===== config.mk =====
export PLATFORM = sky130hd
export DESIGN_NAME = touch_scan
export DESIGN_NICKNAME = d
export VERILOG_FILES = /design/src/rtl/touch_scan.sv
export SDC_FILE = /design/constraint.sdc
export NUM_CORES = 1
export LEC_CHECK = 0
export BUFFER_PORTS_ARGS = -buffer_cell sky130_fd_sc_hd__buf_2
export CAP_MARGIN = 20
export CORE_ASPECT_RATIO = 1.75
export CORE_MARGIN = 10
export CORE_UTILIZATION = 45
export DETAILED_ROUTE_END_ITERATION = 8
export PLACE_DENSITY = 0.72
export SLEW_MARGIN = 10
export SYNTH_ARGS = -nofsm -noshare
export SYNTH_HDL_FRONTEND = slang
export SYNTH_SLANG_ARGS = --single-unit

===== constraint.sdc =====
create_clock -name clk -period 2.27 [get_ports clk]
set_input_delay 0.227 -clock clk [delete_from_list [all_inputs] [get_ports clk]]
set_output_delay 0.227 -clock clk [all_outputs]
set_load 0.01 [all_outputs]

===== src/rtl/touch_scan.sv =====
// Resistive touch-panel front end: pen-down detect, serial X/Y conversions with
// CS held low per report, per-axis averaging and a one-cycle coordinate strobe.
module touch_scan #(
  parameter int CLK_DIV    = 25,
  parameter int RES_BITS   = 12,
  parameter int AVG_LOG2   = 2,
  parameter int GAP_CYCLES = 64
) (
  input  logic                clk,
  input  logic                rst_n,
  input  logic                interrupt,
  input  logic                DOUT,
  output logic                TP_CS,
  output logic                TP_DCLK,
  output logic                DIN,
  output logic                lcdoff,
  output logic                touching,
  output logic                valid,
  output logic [RES_BITS-1:0] xaxis,
  output logic [RES_BITS-1:0] yaxis
);

  localparam int N     = 1 << AVG_LOG2;
  localparam int ACC_W = RES_BITS + AVG_LOG2;
  localparam int DIV_W = $clog2(CLK_DIV);
  localparam int GAP_W = (GAP_CYCLES > 1) ? $clog2(GAP_CYCLES) : 1;
  localparam int FR_W  = AVG_LOG2 + 1;

  localparam logic             MODE      = (RES_BITS == 8);
  localparam logic [7:0]       CMD_X     = {4'b1101, MODE, 3'b000};
  localparam logic [7:0]       CMD_Y     = {4'b1001, MODE, 3'b000};
  localparam logic [4:0]       CAP_FIRST = 5'd10;
  localparam logic [4:0]       CAP_LAST  = 5'(9 + RES_BITS);
  localparam logic [DIV_W-1:0] DIV_END   = DIV_W'(CLK_DIV - 1);
  localparam logic [GAP_W-1:0] GAP_END   = GAP_W'(GAP_CYCLES - 1);
  localparam logic [FR_W-1:0]  FR_LAST   = FR_W'(2 * N - 1);
  localparam logic [FR_W-1:0]  FR_Y      = FR_W'(N);

  typedef enum logic [2:0] {S_IDLE, S_SETUP, S_SHIFT, S_DONE, S_GAP} state_t;

  state_t              r_state;
  state_t              w_next;
  logic                r_irq_s1, r_irq_s2;
  logic [DIV_W-1:0]    r_div;
  logic [4:0]          r_period;
  logic [FR_W-1:0]     r_frame;
  logic                r_fin;
  logic [GAP_W-1:0]    r_gap;
  logic                r_dclk, r_din, r_touch, r_valid;
  logic [RES_BITS-1:0] r_sr;
  logic [ACC_W-1:0]    r_acc_x, r_acc_y;

  logic       w_div_end, w_step, w_rise, w_fall, w_last, w_is_x, w_start;
  logic [7:0] w_cmd;
  logic [2:0] w_bit_sel;

  function automatic logic [RES_BITS-1:0] avg_of(input logic [ACC_W-1:0] acc);
    return acc[ACC_W-1:AVG_LOG2];
  endfunction

  assign w_div_end = (r_div == DIV_END);
  assign w_step    = (r_state == S_SHIFT) && !r_fin && w_div_end;
  assign w_rise    = w_step && !r_dclk;
  assign w_fall    = w_step && r_dclk;
  assign w_last    = (r_frame == FR_LAST);
  assign w_is_x    = (r_frame < FR_Y);
  assign w_cmd     = w_is_x ? CMD_X : CMD_Y;
  assign w_bit_sel = 3'd7 - r_period[2:0];
  assign w_start   = (r_state != S_SETUP) && (w_next == S_SETUP);

  always_ff @(posedge clk or negedge rst_n) begin
    if (!rst_n) r_state <= S_IDLE;
    else        r_state <= w_next;
  end

  // interrupt is only consulted in IDLE and at the end of GAP
  always_comb begin
    w_next = r_state;
    case (r_state)
      S_IDLE:  if (!r_irq_s2) w_next = S_SETUP;
      S_SETUP: if (w_div_end) w_next = S_SHIFT;
      S_SHIFT: if (r_fin) w_next = S_DONE;
      S_DONE:  w_next = S_GAP;
      S_GAP:   if (r_gap == GAP_END) w_next = r_irq_s2 ? S_IDLE : S_SETUP;
      default: w_next = S_IDLE;
    endcase
  end

  always_ff @(posedge clk or negedge rst_n) begin
    if (!rst_n) begin
      r_irq_s1 <= 1'b1;
      r_irq_s2 <= 1'b1;
      r_div    <= '0;
      r_period <= 5'd1;
      r_frame  <= '0;
      r_fin    <= 1'b0;
      r_gap    <= '0;
      r_dclk   <= 1'b0;
      r_din    <= 1'b0;
      r_touch  <= 1'b0;
      r_valid  <= 1'b0;
      r_sr     <= '0;
      r_acc_x  <= '0;
      r_acc_y  <= '0;
      xaxis    <= '0;
      yaxis    <= '0;
    end else begin
      r_irq_s1 <= interrupt;
      r_irq_s2 <= r_irq_s1;
      r_valid  <= 1'b0;
      if (w_start) begin
        r_div    <= '0;
        r_period <= 5'd1;
        r_frame  <= '0;
        r_fin    <= 1'b0;
        r_dclk   <= 1'b0;
        r_din    <= CMD_X[7];
        r_acc_x  <= '0;
        r_acc_y  <= '0;
        r_touch  <= 1'b1;
      end else if (r_state == S_SETUP || (r_state == S_SHIFT && !r_fin)) begin
        r_div <= w_div_end ? '0 : r_div + 1'b1;
        if (w_step) r_dclk <= !r_dclk;
        if (w_rise && r_period >= CAP_FIRST && r_period <= CAP_LAST)
          r_sr <= {r_sr[RES_BITS-2:0], DOUT};
        // DIN for the next period is launched on the falling edge closing this one
        if (w_fall) begin
          if (r_period < 5'd8)        r_din <= w_cmd[w_bit_sel];
          else if (r_period == 5'd24) r_din <= !w_last;
          else                        r_din <= 1'b0;
          if (r_period == 5'd24) begin
            r_period <= 5'd1;
            if (w_is_x) r_acc_x <= r_acc_x + ACC_W'(r_sr);
            else        r_acc_y <= r_acc_y + ACC_W'(r_sr);
            if (w_last) r_fin   <= 1'b1;
            else        r_frame <= r_frame + 1'b1;
          end else begin
            r_period <= r_period + 1'b1;
          end
        end
      end
      if (r_state == S_SHIFT && r_fin) begin
        xaxis   <= avg_of(r_acc_x);
        yaxis   <= avg_of(r_acc_y);
        r_valid <= 1'b1;
        r_fin   <= 1'b0;
      end
      if (r_state == S_DONE)     r_gap <= '0;
      else if (r_state == S_GAP) r_gap <= r_gap + 1'b1;
      if (r_state == S_GAP && w_next == S_IDLE) r_touch <= 1'b0;
    end
  end

  assign TP_CS    = !(r_state == S_SETUP || r_state == S_SHIFT);
  assign lcdoff   = !TP_CS;
  assign TP_DCLK  = r_dclk;
  assign DIN      = r_din;
  assign touching = r_touch;
  assign valid    = r_valid;

endmodule


==> reports/summary.md, run 1 <==
## Outcome
- finished, final reports clean — outcome

## Route
- 4,234 — vias
- 5.93 — number of vias per cell after detailed routing
- 212 — number of DRC markers after the initial detailed-route iteration
- 12,500 um — total length of routed wires
- 4 — count of TritonRoute iterations in the first routing pass
- 17.5 um — Routed WL per cell
- 0 — count of nets left with antenna violations after detail routing
- 0 — Residual DRC

## Worst setup path
- simple AND/OR/NAND/NOR gates — family with the most delay on the worst path
- flip-flop — type of element capturing the critical path
- reg2reg — type of the setup path with the least slack
- ha_1, nand2_2, or3b_4, a211oi_4, o211ai_1, and4_1, a311o_1 — cell-by-cell trace of the critical path
- flip-flop — startpoint type of the worst setup path
- 0 — sum of buffers and inverters on the critical path
- 0.42 ns — largest incremental delay on the critical path
- 4 — worst-path maximum fanout
- 2.50 ns — required time reported for the critical path endpoint
- dfrtp_1 — critical-path cell with the highest stage delay
- 2.44 ns — WP data arrival

## Finish
- 2790 sq um — multi-input combinational cell area
- 0 — number of diodes added for antenna fixing
- 929 — fill cell instance count of the final layout
- 2330 sq um — register area
- 20.1% — area added between synthesis and finish
- 26.5% — fraction of final layout cells with drive strength greater than 1
- 615 — nets@finish

## Logic synthesis
- 54 — Yosys cell types
- 1.87% — Post-Synth XOR/XNOR Area
- 5140 sq um — netlist area before placement
- 45.3% — fraction of the yosys area taken by sequential cells
- 549 — Net Count, Synth
- 15.5% — post-synthesis compound-gate area fraction
- 0 — Post-synth EDFFs
- 93 — post-synthesis register bit count
- 8.66% — multiplexer area fraction after synthesis
- 100% — Synth async-reset ratio
- 0 — total number of yosys warnings
- 511 — number of cells produced by synthesis
- dfrtp_1 — most instantiated flip-flop cell in the synthesis netlist
- 8.57% — adder and majority gate portion of the synthesized area
- simple AND/OR/NAND/NOR gates — largest family of logic cells by synthesized area
- 17.5% — area share of and/or/nand/nor cells after synthesis
- 10.1 sq um — average footprint of a synthesized cell

## Timing
- 0 — max-slew violation count
- 0.00633 ns — worst clock skew
- 0 — setup violators final
- 0.109 ns — worst hold slack after final layout
- 60.2% — worst relative slew slack
- 97.1% — ratio of final minimum period to clock period
- 2.21 ns — clock period minus final worst setup slack
- 0 — number of hold-slack violations in the final timing report
- 0 ns — post-route setup TNS
- true — unrepaired setup endpoints after global routing
- 0.598 ns — Worst Max-Slew Pin Slew
- 453 MHz — f_max

## Placement
- 9000 um — post-DP HPWL
- 33 — Port Buffers
- 0.893 — final weighted congestion in routability-driven placement

## Die
- 161 um — vertical die dimension
- 11,200 sq um — core area
- 34 — total I/O pin count
- 16,300 sq um — floorplan die area
- 51 — row count
- 46.0% — effective utilization at floorplan
- 101 um — die width

## Worst hold path
- in2reg — class of the worst hold path

## Power
- 3.25 mW — post-layout total power
- 526 nW/um^2 — Cell Pwr Density
- 0.396 mV — peak supply drop
- 3.00 nW — Leak

## Global route
- 0 — aggregate global routing overflow
- 21,200 um — first-pass GRT wire length
- 0 — initial antenna violation count
- 15.8% — overall routing resource usage
- 4,543 — number of global-route vias before repair
- 47 — pin count of the biggest net entering global routing

## Clock tree
- 0.07 ns — clock transition at the registers of the reported paths
- clkbuf_16 — library cell used as clock root buffer
- 2 — buffer levels on the longest clock path
- 93 — number of clock sinks
- done — CTS tree
- 9 — number of CTS-inserted buffers
- 3 — H-tree depth
- 0.35 ns — worst-skew pair later-pin latency

## Run
- 0 — Max Cap Viol

[where the power goes]
part           internal [mW]  switching [mW]  leakage, nW
Combinational        0.00942          0.0328         1.59
Sequential              1.66         0.00113         1.25
Clock                  0.891           0.652        0.154
[registers in the layout (all words and copies together), names as in the netlist]
name,flops
r_irq_s2,1
r_frame,3
yaxis,12
r_acc_x,14
xaxis,12
r_sr,12
r_state,3
valid,1
r_gap,6
r_fin,1
TP_DCLK,1
r_acc_y,14
r_period,5
r_irq_s1,1
DIN,1
r_div,5
touching,1
[synth_stat cells (6+ instances only)]
cell	n	area (sq um)
o211ai_1	8	60.1
buf_2	10	50.1
dfrtp_1	90	2250
nand2_1	60	225
nor3_1	12	60.1
a21o_1	6	45.0
a21oi_1	51	255
nor2_1	25	93.8
xnor2_1	7	61.3
and3_1	7	43.8
nand3_1	21	105
clkbuf_1	7	26.3
nand2b_1	7	43.8
inv_1	12	45.0
a211oi_1	6	45.0
o21ai_0	30	150
mux2_2	36	405
ha_1	32	400
[layer usage]
metal	track usage, %	vias up	share of wire [%]
li1	-	1996	-
met5	0	-	0
met3	3.37	41	3.4
met1	16.0	2110	38
met4	8.65	0	4.3
met2	28.7	87	55
[layout by cell type, fill, tap and decap left out, types with 6 or more instances in the layout]
| cell | count |
|---|---|
| nor3_1 | 11 |
| inv_1 | 12 |
| buf_4 | 34 |
| xnor2_1 | 7 |
| o211ai_1 | 8 |
| a21o_1 | 6 |
| nand2_1 | 59 |
| clkbuf_16 | 9 |
| and3_1 | 6 |
| nand3_1 | 21 |
| a21oi_1 | 46 |
| nor2_1 | 25 |
| mux2_2 | 36 |
| buf_2 | 32 |
| nand2b_1 | 7 |
| ha_1 | 29 |
| dfrtp_1 | 89 |
| o21ai_0 | 27 |
[cell families (layout without fill, tap and decap cells)]
group | Yosys count | count (layout)
simple gates | 172 | 172
mux | 40 | 40
flops | 93 | 93
fa+ha+maj | 34 | 34
compound gates | 131 | 131
xor+xnor | 11 | 11
buf+inv | 30 | 101
[through the flow]
stage	setup slack (ns)	cell area (sq um)	util (%)	instances
after global placement	-0.0271	5730	51.3	694
after floorplan	0.0424	5150	-	511
after detailed placement	-0.113	5730	51.3	694
after CTS	0.0143	6080	54.5	712
after global routing	-0.0407	6170	55.3	714
final	0.0649	6170	55.3	714
[final timing paths]
kind / from / end / slack, ns / cells past startpoint
worst max-delay path: r_sr[4] / r_acc_y[11] / 0.06 / 7
worst min-delay path: DOUT / r_sr[0] / 0.11 / 2
worst max register to register: r_sr[4] / r_acc_y[11] / 0.06 / 7
worst min register to register: r_irq_s1 / r_irq_s2 / 0.36 / 0
max in group asynchronous: rst_n / r_acc_x[11] / 1.13 / 3
min in group asynchronous: rst_n / r_div[2] / 0.42 / 2
[timing repair]
item | 4_1_cts | 5_1_grt
endpoints found under the hold margin | 43 | 0
gates cloned | 0 | 0
setup buffers | 0 | 2
pin swaps | 2 | 8
gates resized for setup | 7 | 20
endpoints found under the setup margin | 6 | 48
hold buffers | 2 | 0
[cell type report]
type                       instances  area share, %
clock buffer                      10           3.87
clock inverter                     6           1.07
inverter                          12          0.730
multi-input combinational        388           45.2
sequential                        93           37.8
tap                              132           2.68
timing repair buffer              73           8.68
Note: power is estimated with default switching activity, not from simulation.
==> run 2: changes to the inputs <==
--- a/config.mk
+++ b/config.mk
@@ -5,13 +5,13 @@
 export SDC_FILE = /design/constraint.sdc
 export NUM_CORES = 1
 export LEC_CHECK = 0
+export ABC_AREA = 1
 export BUFFER_PORTS_ARGS = -buffer_cell sky130_fd_sc_hd__buf_2
-export CAP_MARGIN = 20
 export CORE_ASPECT_RATIO = 1.75
 export CORE_MARGIN = 10
 export CORE_UTILIZATION = 45
 export DETAILED_ROUTE_END_ITERATION = 8
-export PLACE_DENSITY = 0.72
+export PLACE_DENSITY = 0.71
 export SLEW_MARGIN = 10
 export SYNTH_ARGS = -nofsm -noshare
 export SYNTH_HDL_FRONTEND = slang
==> run 2 against run 1 <==
Compared with the run above:
- hold slack gained 0.044 ns
- flip-flop and latch count is the same
- combinational power is essentially flat
- critical path type unchanged
- final area shrank 1.4%
- utilization shrank 4.3 points
- critical path depth grew 1
- routed wire length grew 9.1%
- setup slack gained 0.14 ns
- highest routed layer unchanged
- via count grew 12%
- sequential power is essentially flat
- largest cell class unchanged
- maximum frequency grew 6.5%
- register-to-register slack gained 0.14 ns
==> reports/summary.md, run 2 <==
## Clock tree
- 0 — post-cts repair resize count, -7
- clkbuf_16 — library cell used as clock root buffer
- 0.34 ns — worst-skew pair later-pin latency, about the same
- 9 — number of CTS-inserted buffers, unchanged
- 0.07 ns — clock transition at the registers of the reported paths, about the same
- 2 — buffer levels on the longest clock path, unchanged
- 3 — H-tree depth, unchanged
- done — CTS tree
- 93 — number of clock sinks, unchanged

## Finish
- 11.5% — area added between synthesis and finish
- 792 — nets@finish, +29%
- r_acc_x x14, r_acc_y x14 — registers with the most flip-flops
- 6080 sq um — Design Area, Final, -1.4%
- 1,165 — fill cell instance count of the final layout, +25%
- 252 x nand2_1, 90 x dfrtp_1, 82 x inv_1, 61 x nand3_1, 46 x nor2_1 — commonest cells after routing, fill and taps aside
- 0 — number of diodes added for antenna fixing, unchanged
- 10.3% — fraction of final layout cells with drive strength greater than 1, -16 points
- nand2_1 — most common cell after layout, fill and taps aside

## Logic synthesis
- 0 — Post-synth EDFFs, unchanged
- 42.7% — fraction of the yosys area taken by sequential cells, -2.6 points
- 100% — Synth async-reset ratio, unchanged
- 252 x nand2_1, 90 x dfrtp_1, 82 x inv_1, 61 x nand3_1, 46 x nor2_1 — Synth top cells by count
- 31.7% — area share of and/or/nand/nor cells after synthesis, +14 points
- 0% — multiplexer area fraction after synthesis, -8.7 points
- 5460 sq um — netlist area before placement, +6.1%
- dfrtp_1 — dominant cell type by area after synthesis
- 8.07% — adder and majority gate portion of the synthesized area, -0.49 points
- dfrtp_1 41%, nand2_1 17%, ha_1 7.3% — leading post-synthesis cells by cell area
- 0 — total number of yosys warnings, unchanged
- simple AND/OR/NAND/NOR gates — largest family of logic cells by synthesized area
- nand2_1 — cell with the most instances after synthesis
- 753 — Net Count, Synth, +37%
- 2.09% — Post-Synth XOR/XNOR Area, +0.21 points
- 715 — number of cells produced by synthesis, +40%
- 41 — Yosys cell types, -24%
- 7.63 sq um — average footprint of a synthesized cell, -24%
- dfrtp_1 — most instantiated flip-flop cell in the synthesis netlist
- 93 — post-synthesis register bit count, unchanged
- 41.3% — area fraction of the dominant cell type after synthesis, -2.5 points
- 8.17% — post-synthesis compound-gate area fraction, -7.3 points

## Worst setup path
- 0 — sum of buffers and inverters on the critical path, unchanged
- flip-flop — type of element capturing the critical path
- simple AND/OR/NAND/NOR gates — family with the most delay on the worst path
- flip-flop — startpoint type of the worst setup path
- 2.49 ns — required time reported for the critical path endpoint, about the same
- 2.29 ns — WP data arrival, -0.15 ns
- dfrtp_1 — critical-path cell with the highest stage delay
- 19 — worst-path maximum fanout, +15
- 0.43 ns — largest incremental delay on the critical path, about the same
- reg2reg — type of the setup path with the least slack
- ha_1, nand3_2, o21ai_2, nand2_2, nand2_4, nand3_4, nor2_1, a21oi_2 — cell-by-cell trace of the critical path

## Power
- 3.38 nW — Leak, +13%
- 47.2% — clock group share of total power, -0.3 points
- 2.53 mW — total internal power, -1.2%
- 3.22 mW — post-layout total power, -0.76%
- 0.332 mV — peak supply drop, -16%
- 0.691 mW — Psw, +0.79%
- 21.5% — switching part of the total power, +0.33 points
- 51.5% — Reg power frac, +0.3 points
- 530 nW/um^2 — Cell Pwr Density, +0.68%
- 1.3% — Gate power share, about the same

## Route
- 0 — count of nets left with antenna violations after detail routing, unchanged
- 5.29 — number of vias per cell after detailed routing, -11%
- 5 — count of TritonRoute iterations in the first routing pass, +1
- 15.2 um — Routed WL per cell, -13%
- 239 — number of DRC markers after the initial detailed-route iteration, +13%
- 4,740 — vias, +12%
- 0 — Residual DRC, unchanged
- 13,600 um — total length of routed wires, +9.1%

## Placement
- 0.957 — final weighted congestion in routability-driven placement, +7.1%
- 0.230 ns — worst setup timing slack at the placement stage, +0.343 ns
- 5770 sq um — area after detailed placement, +0.70%
- 33 — Port Buffers, unchanged
- 10,500 um — post-DP HPWL, +17%

## Timing
- 0.00876 ns — worst clock skew, +0.00243 ns
- 0.153 ns — worst hold slack after final layout, +0.0436 ns
- 0.956 ns — Worst Max-Slew Pin Slew, +0.359 ns
- 2.07 ns — clock period minus final worst setup slack, -0.135 ns
- 483 MHz — f_max, +6.5%
- 36.2% — worst relative slew slack, -24 points
- 0 ns — post-route setup TNS, unchanged
- 0.200 ns — setup slack after layout, +0.135 ns
- 91.2% — ratio of final minimum period to clock period, -6.0 points
- 0 — setup violators final, unchanged
- 0 — max-slew violation count, unchanged
- 0 — number of hold-slack violations in the final timing report, unchanged
- false — unrepaired setup endpoints after global routing

## Global route
- 0 — aggregate global routing overflow, unchanged
- 23,000 um — first-pass GRT wire length, +8.3%
- 38 — pin count of the biggest net entering global routing, -19%
- 0 — initial antenna violation count, unchanged
- 4,846 — number of global-route vias before repair, +6.7%
- 16.8% — overall routing resource usage, +0.94 points

## Die
- 53 — row count, +3.9%
- 17,100 sq um — floorplan die area, +5.1%
- 166 um — vertical die dimension, +2.6%
- 45.7% — effective utilization at floorplan, -0.34 points
- 103 um — die width, +2.4%
- 34 — total I/O pin count, unchanged
- 11,900 sq um — core area, +6.9%

## Run
- 0 — Max Cap Viol, unchanged

## Outcome
- finished, final reports clean — outcome

## Worst hold path
- in2reg — class of the worst hold path

## run 2: cell types whose count changed in the layout (fill, tap and decap cells not counted), sizes merged, moves of 14 or more
| cell | delta |
|---|---|
| o21ai | +19 |
| inv | +71 |
| nand3 | +41 |
| nand2 | +198 |
| a21oi | -35 |
| nor2 | +24 |
| nand4 | +14 |
| buf | -33 |
| mux2 | -36 |
## run 2: metal layers
metal  wire (um)  part of all wire, %  global-route usage [%]  vias to the layer above
li1            -                    -                       -                     2377
met1        5330                   39                    18.0                     2246
met2        7550                   55                    31.4                       92
met3         446                  3.3                    2.67                       25
met4         281                  2.1                    5.41                        0
met5           0                    0                       0                        -
## run 2: power by group through the flow
stage | Clock (mW) | Combinational, mW | Sequential [mW]
CTS | 1.55 | 0.0463 | 1.66
global placement | 0 | 0.0422 | 1.69
detailed placement | 0 | 0.0436 | 1.69
finish | 1.52 | 0.0425 | 1.66
global route | 1.62 | 0.0506 | 1.66
floorplan | 0 | 0.000278 | 1.69
## run 2: worst reg2reg max path, cell delays in order (launching register included)
cell and delay, ns:
dfrtp_1 0.43, ha_1 0.23, nand3_2 0.12, o21ai_2 0.15, nand2_2 0.23, nand2_4 0.30, nand3_4 0.26, nor2_1 0.19
a21oi_2 0.04
## run 2: through the flow
stage / utilization [%] / instances
2_1_floorplan: - / 715
3_5_place_dp: 48.3 / 878
5_1_grt: 51.0 / 896
6_report: 51.0 / 896
4_1_cts: 51.0 / 896
3_3_place_gp: 48.3 / 878
## run 2: area by class of cell
class | instances | area (sq um) | area share, %
Sequential cell | 93 | 2330 | 38.3
Clock buffer | 11 | 233 | 3.83
Multi-Input combinational cell | 525 | 2730 | 44.9
Clock inverter | 5 | 60.1 | 0.987
Inverter | 85 | 319 | 5.24
Tap cell | 137 | 171 | 2.82
Timing Repair Buffer | 40 | 238 | 3.91
## run 2: path summary, 6_finish.rpt
kind | from | to | slack, ns | depth (start not counted)
setup / recovery | r_gap[0] | r_acc_y[2] | 0.20 | 8
hold / removal | DOUT | r_sr[0] | 0.15 | 3
setup reg to reg | r_gap[0] | r_acc_y[2] | 0.20 | 8
hold reg to reg | r_irq_s1 | r_irq_s2 | 0.36 | 0
max in group asynchronous | rst_n | r_acc_x[8] | 1.21 | 3
min in group asynchronous | rst_n | r_acc_y[12] | 0.38 | 2
## run 2: what timing repair did
action	in CTS	in global routing
hold buffers	2	0
buffers inserted	0	0
endpoints found under the hold margin	35	0
## run 2: cells by family (layout without fill, tap and decap cells)
kind of cell | after synthesis | count (layout)
and+or+nand+nor | 399 | 399
buffers and inverters | 97 | 141
DFF | 93 | 93
AOI/OAI and AO/OA | 79 | 79
adders and majority gates | 34 | 34
xor gates and xnor gates | 13 | 13
==> run 3: changes to the inputs <==
--- a/config.mk
+++ b/config.mk
@@ -6,7 +6,7 @@
 export NUM_CORES = 1
 export LEC_CHECK = 0
 export ABC_AREA = 1
-export BUFFER_PORTS_ARGS = -buffer_cell sky130_fd_sc_hd__buf_2
+export BUFFER_PORTS_ARGS = -buffer_cell sky130_fd_sc_hd__clkbuf_2
 export CORE_ASPECT_RATIO = 1.75
 export CORE_MARGIN = 10
 export CORE_UTILIZATION = 45
==> run 3 against run 2 <==
Compared with the run above:
- maximum frequency rose by 1.3%
- global-route usage is 0.49 points lower
- setup slack gained 0.026 ns
- die area is the same
- critical endpoint unchanged
- flip-flop and latch count unchanged
- final area about the same
- final cell count stayed put
- highest routed layer unchanged
- routed wire length fell by 1.6%
- non-clock buffer count unchanged
- clock skew increased by 0.0014 ns
==> reports/summary.md, run 3 (synthesized netlist as in run 2, its figures left out) <==
## Outcome
- finished, final reports clean — outcome

## Clock tree
- 0.35 ns — worst-skew pair later-pin latency, about the same
- done — CTS tree
- 2 — buffer levels on the longest clock path, unchanged
- 9 — number of CTS-inserted buffers, unchanged
- 0 — post-cts repair resize count, unchanged
- 0.07 ns — clock transition at the registers of the reported paths, about the same
- 3 — H-tree depth, unchanged
- clkbuf_16 — library cell used as clock root buffer
- 93 — number of clock sinks, unchanged

## Timing
- 0.0101 ns — worst clock skew, +0.00138 ns
- 0.226 ns — setup slack after layout, +0.0260 ns
- false — unrepaired setup endpoints after global routing
- 0.120 ns — worst hold slack after final layout, -0.0333 ns
- 90.0% — ratio of final minimum period to clock period, -1.1 points
- 2.04 ns — clock period minus final worst setup slack, -0.0260 ns
- 0.971 ns — Worst Max-Slew Pin Slew, +0.0145 ns
- 35.2% — worst relative slew slack, -0.97 points
- 0 — max-slew violation count, unchanged
- 489 MHz — f_max, +1.3%
- 0 — number of hold-slack violations in the final timing report, unchanged
- 0 — setup violators final, unchanged
- 0 ns — post-route setup TNS, unchanged

## Global route
- 0 — initial antenna violation count, unchanged
- 22,300 um — first-pass GRT wire length, -3.1%
- 16.3% — overall routing resource usage, -0.49 points
- 4,691 — number of global-route vias before repair, -3.2%
- 0 — aggregate global routing overflow, unchanged
- 94 — pin count of the biggest net entering global routing, +150%

## Route
- 13,400 um — total length of routed wires, -1.6%
- 4,770 — vias, +0.63%
- 226 — number of DRC markers after the initial detailed-route iteration, -5.4%
- 0 — count of nets left with antenna violations after detail routing, unchanged
- 0 — Residual DRC, unchanged
- 6 — count of TritonRoute iterations in the first routing pass, +1
- 14.9 um — Routed WL per cell, -1.6%
- 5.32 — number of vias per cell after detailed routing, +0.63%

## Worst hold path
- r_sr[0] — end point of the worst hold path
- 3 — worst hold path depth, unchanged
- in2reg — class of the worst hold path
- DOUT — worst min-delay path startpoint

## Worst setup path
- reg2reg — type of the setup path with the least slack
- r_gap[1] — worst flop-to-flop path startpoint
- 8 — number of cell instances on the worst register-to-register path, unchanged
- 0.23 ns — R2R Setup Slk, +0.03 ns
- r_acc_y[2] — capturing point of the worst reg2reg path
- 19 — worst-path maximum fanout, unchanged
- flip-flop — type of element capturing the critical path
- 2.49 ns — required time reported for the critical path endpoint, about the same
- flip-flop — startpoint type of the worst setup path
- 2.26 ns — WP data arrival, -0.03 ns

## Finish
- 1,177 — fill cell instance count of the final layout, +1.0%
- 10.4% — fraction of final layout cells with drive strength greater than 1, +0.13 points
- nand2_1 — most common cell after layout, fill and taps aside
- 51.0% — final core utilization, about the same
- 6090 sq um — Design Area, Final, about the same
- 792 — nets@finish, unchanged
- r_acc_x x14, r_acc_y x14 — registers with the most flip-flops
- 0 — number of diodes added for antenna fixing, unchanged
- 11.6% — area added between synthesis and finish, about the same
- 896 — number of standard cells in the final layout excluding fillers, unchanged
- 252 x nand2_1, 90 x dfrtp_1, 82 x inv_1, 61 x nand3_1, 46 x nor2_1 — commonest cells after routing, fill and taps aside

## Placement
- 10,200 um — post-DP HPWL, -3.7%
- 878 — instance count after placement with tap cells included, unchanged
- 0.257 ns — worst setup timing slack at the placement stage, +0.0272 ns
- 5770 sq um — area after detailed placement, unchanged
- 0.939 — final weighted congestion in routability-driven placement, -1.9%
- 33 — Port Buffers, unchanged

## Die
- 11,900 sq um — core area, unchanged
- 17,100 sq um — floorplan die area, unchanged
- 34 — total I/O pin count, unchanged
- 53 — row count, unchanged
- 103 um — die width, unchanged
- 166 um — vertical die dimension, unchanged
- 45.7% — effective utilization at floorplan, unchanged

## Power
- 3.22 mW — post-layout total power, about the same
- 529 nW/um^2 — Cell Pwr Density, -0.13%
- 3.36 nW — Leak, -0.56%
- 0.340 mV — peak supply drop, +2.4%

## Run
- 0 — Max Cap Viol, unchanged

## run 3: worst max-delay path, cell delays in order, from the launching register on
cell     delay [ns]
dfrtp_1        0.41
ha_1           0.23
nand3_2        0.13
o21ai_2        0.16
nand2_2        0.18
nand2_4        0.27
nand3_4        0.26
nor2_1         0.21
a21oi_2        0.04
## run 3: cell type report
type                       instances  area [sq um]  area share, %
timing repair buffer              40           238           3.90
clock buffer                      10           229           3.76
multi-input combinational        525          2730           44.9
tap                              137           171           2.82
inverter                          85           319           5.24
sequential                        93          2330           38.3
clock inverter                     6          68.8           1.13
## run 3: what timing repair did
item / 4_1_cts / 5_1_grt
hold endpoints to repair: 91 / 0
hold buffers: 2 / 0
buffers inserted: 0 / 0
## run 3: routing by layer
layer / vias up / share of wire (%) / global-route usage [%]
li1: 2384 / - / -
met1: 2222 / 39 / 18.1
met2: 119 / 54 / 28.8
met3: 45 / 3.5 / 2.96
met4: 0 / 3.3 / 7.05
met5: - / 0 / 0
## run 3: power by group
part	total, mW	switching (mW)	internal [mW]
Sequential	1.66	0.000493	1.66
Clock	1.52	0.657	0.862
Combinational	0.0408	0.0325	0.00827
Total	3.22	0.690	2.53
## run 3: worst max-delay path by stage
stage	start	end	slack (ns)	cells after the start
2_1_floorplan	r_sr[0]	r_acc_x[8]	0.41	9
3_3_place_gp	r_sr[0]	r_acc_y[8]	0.31	9
3_5_place_dp	r_gap[0]	r_acc_y[2]	0.26	8
4_1_cts	r_gap[0]	r_acc_y[2]	0.23	8
5_1_grt	r_gap[0]	r_acc_y[10]	0.05	9
6_report	r_gap[1]	r_acc_y[2]	0.23	8
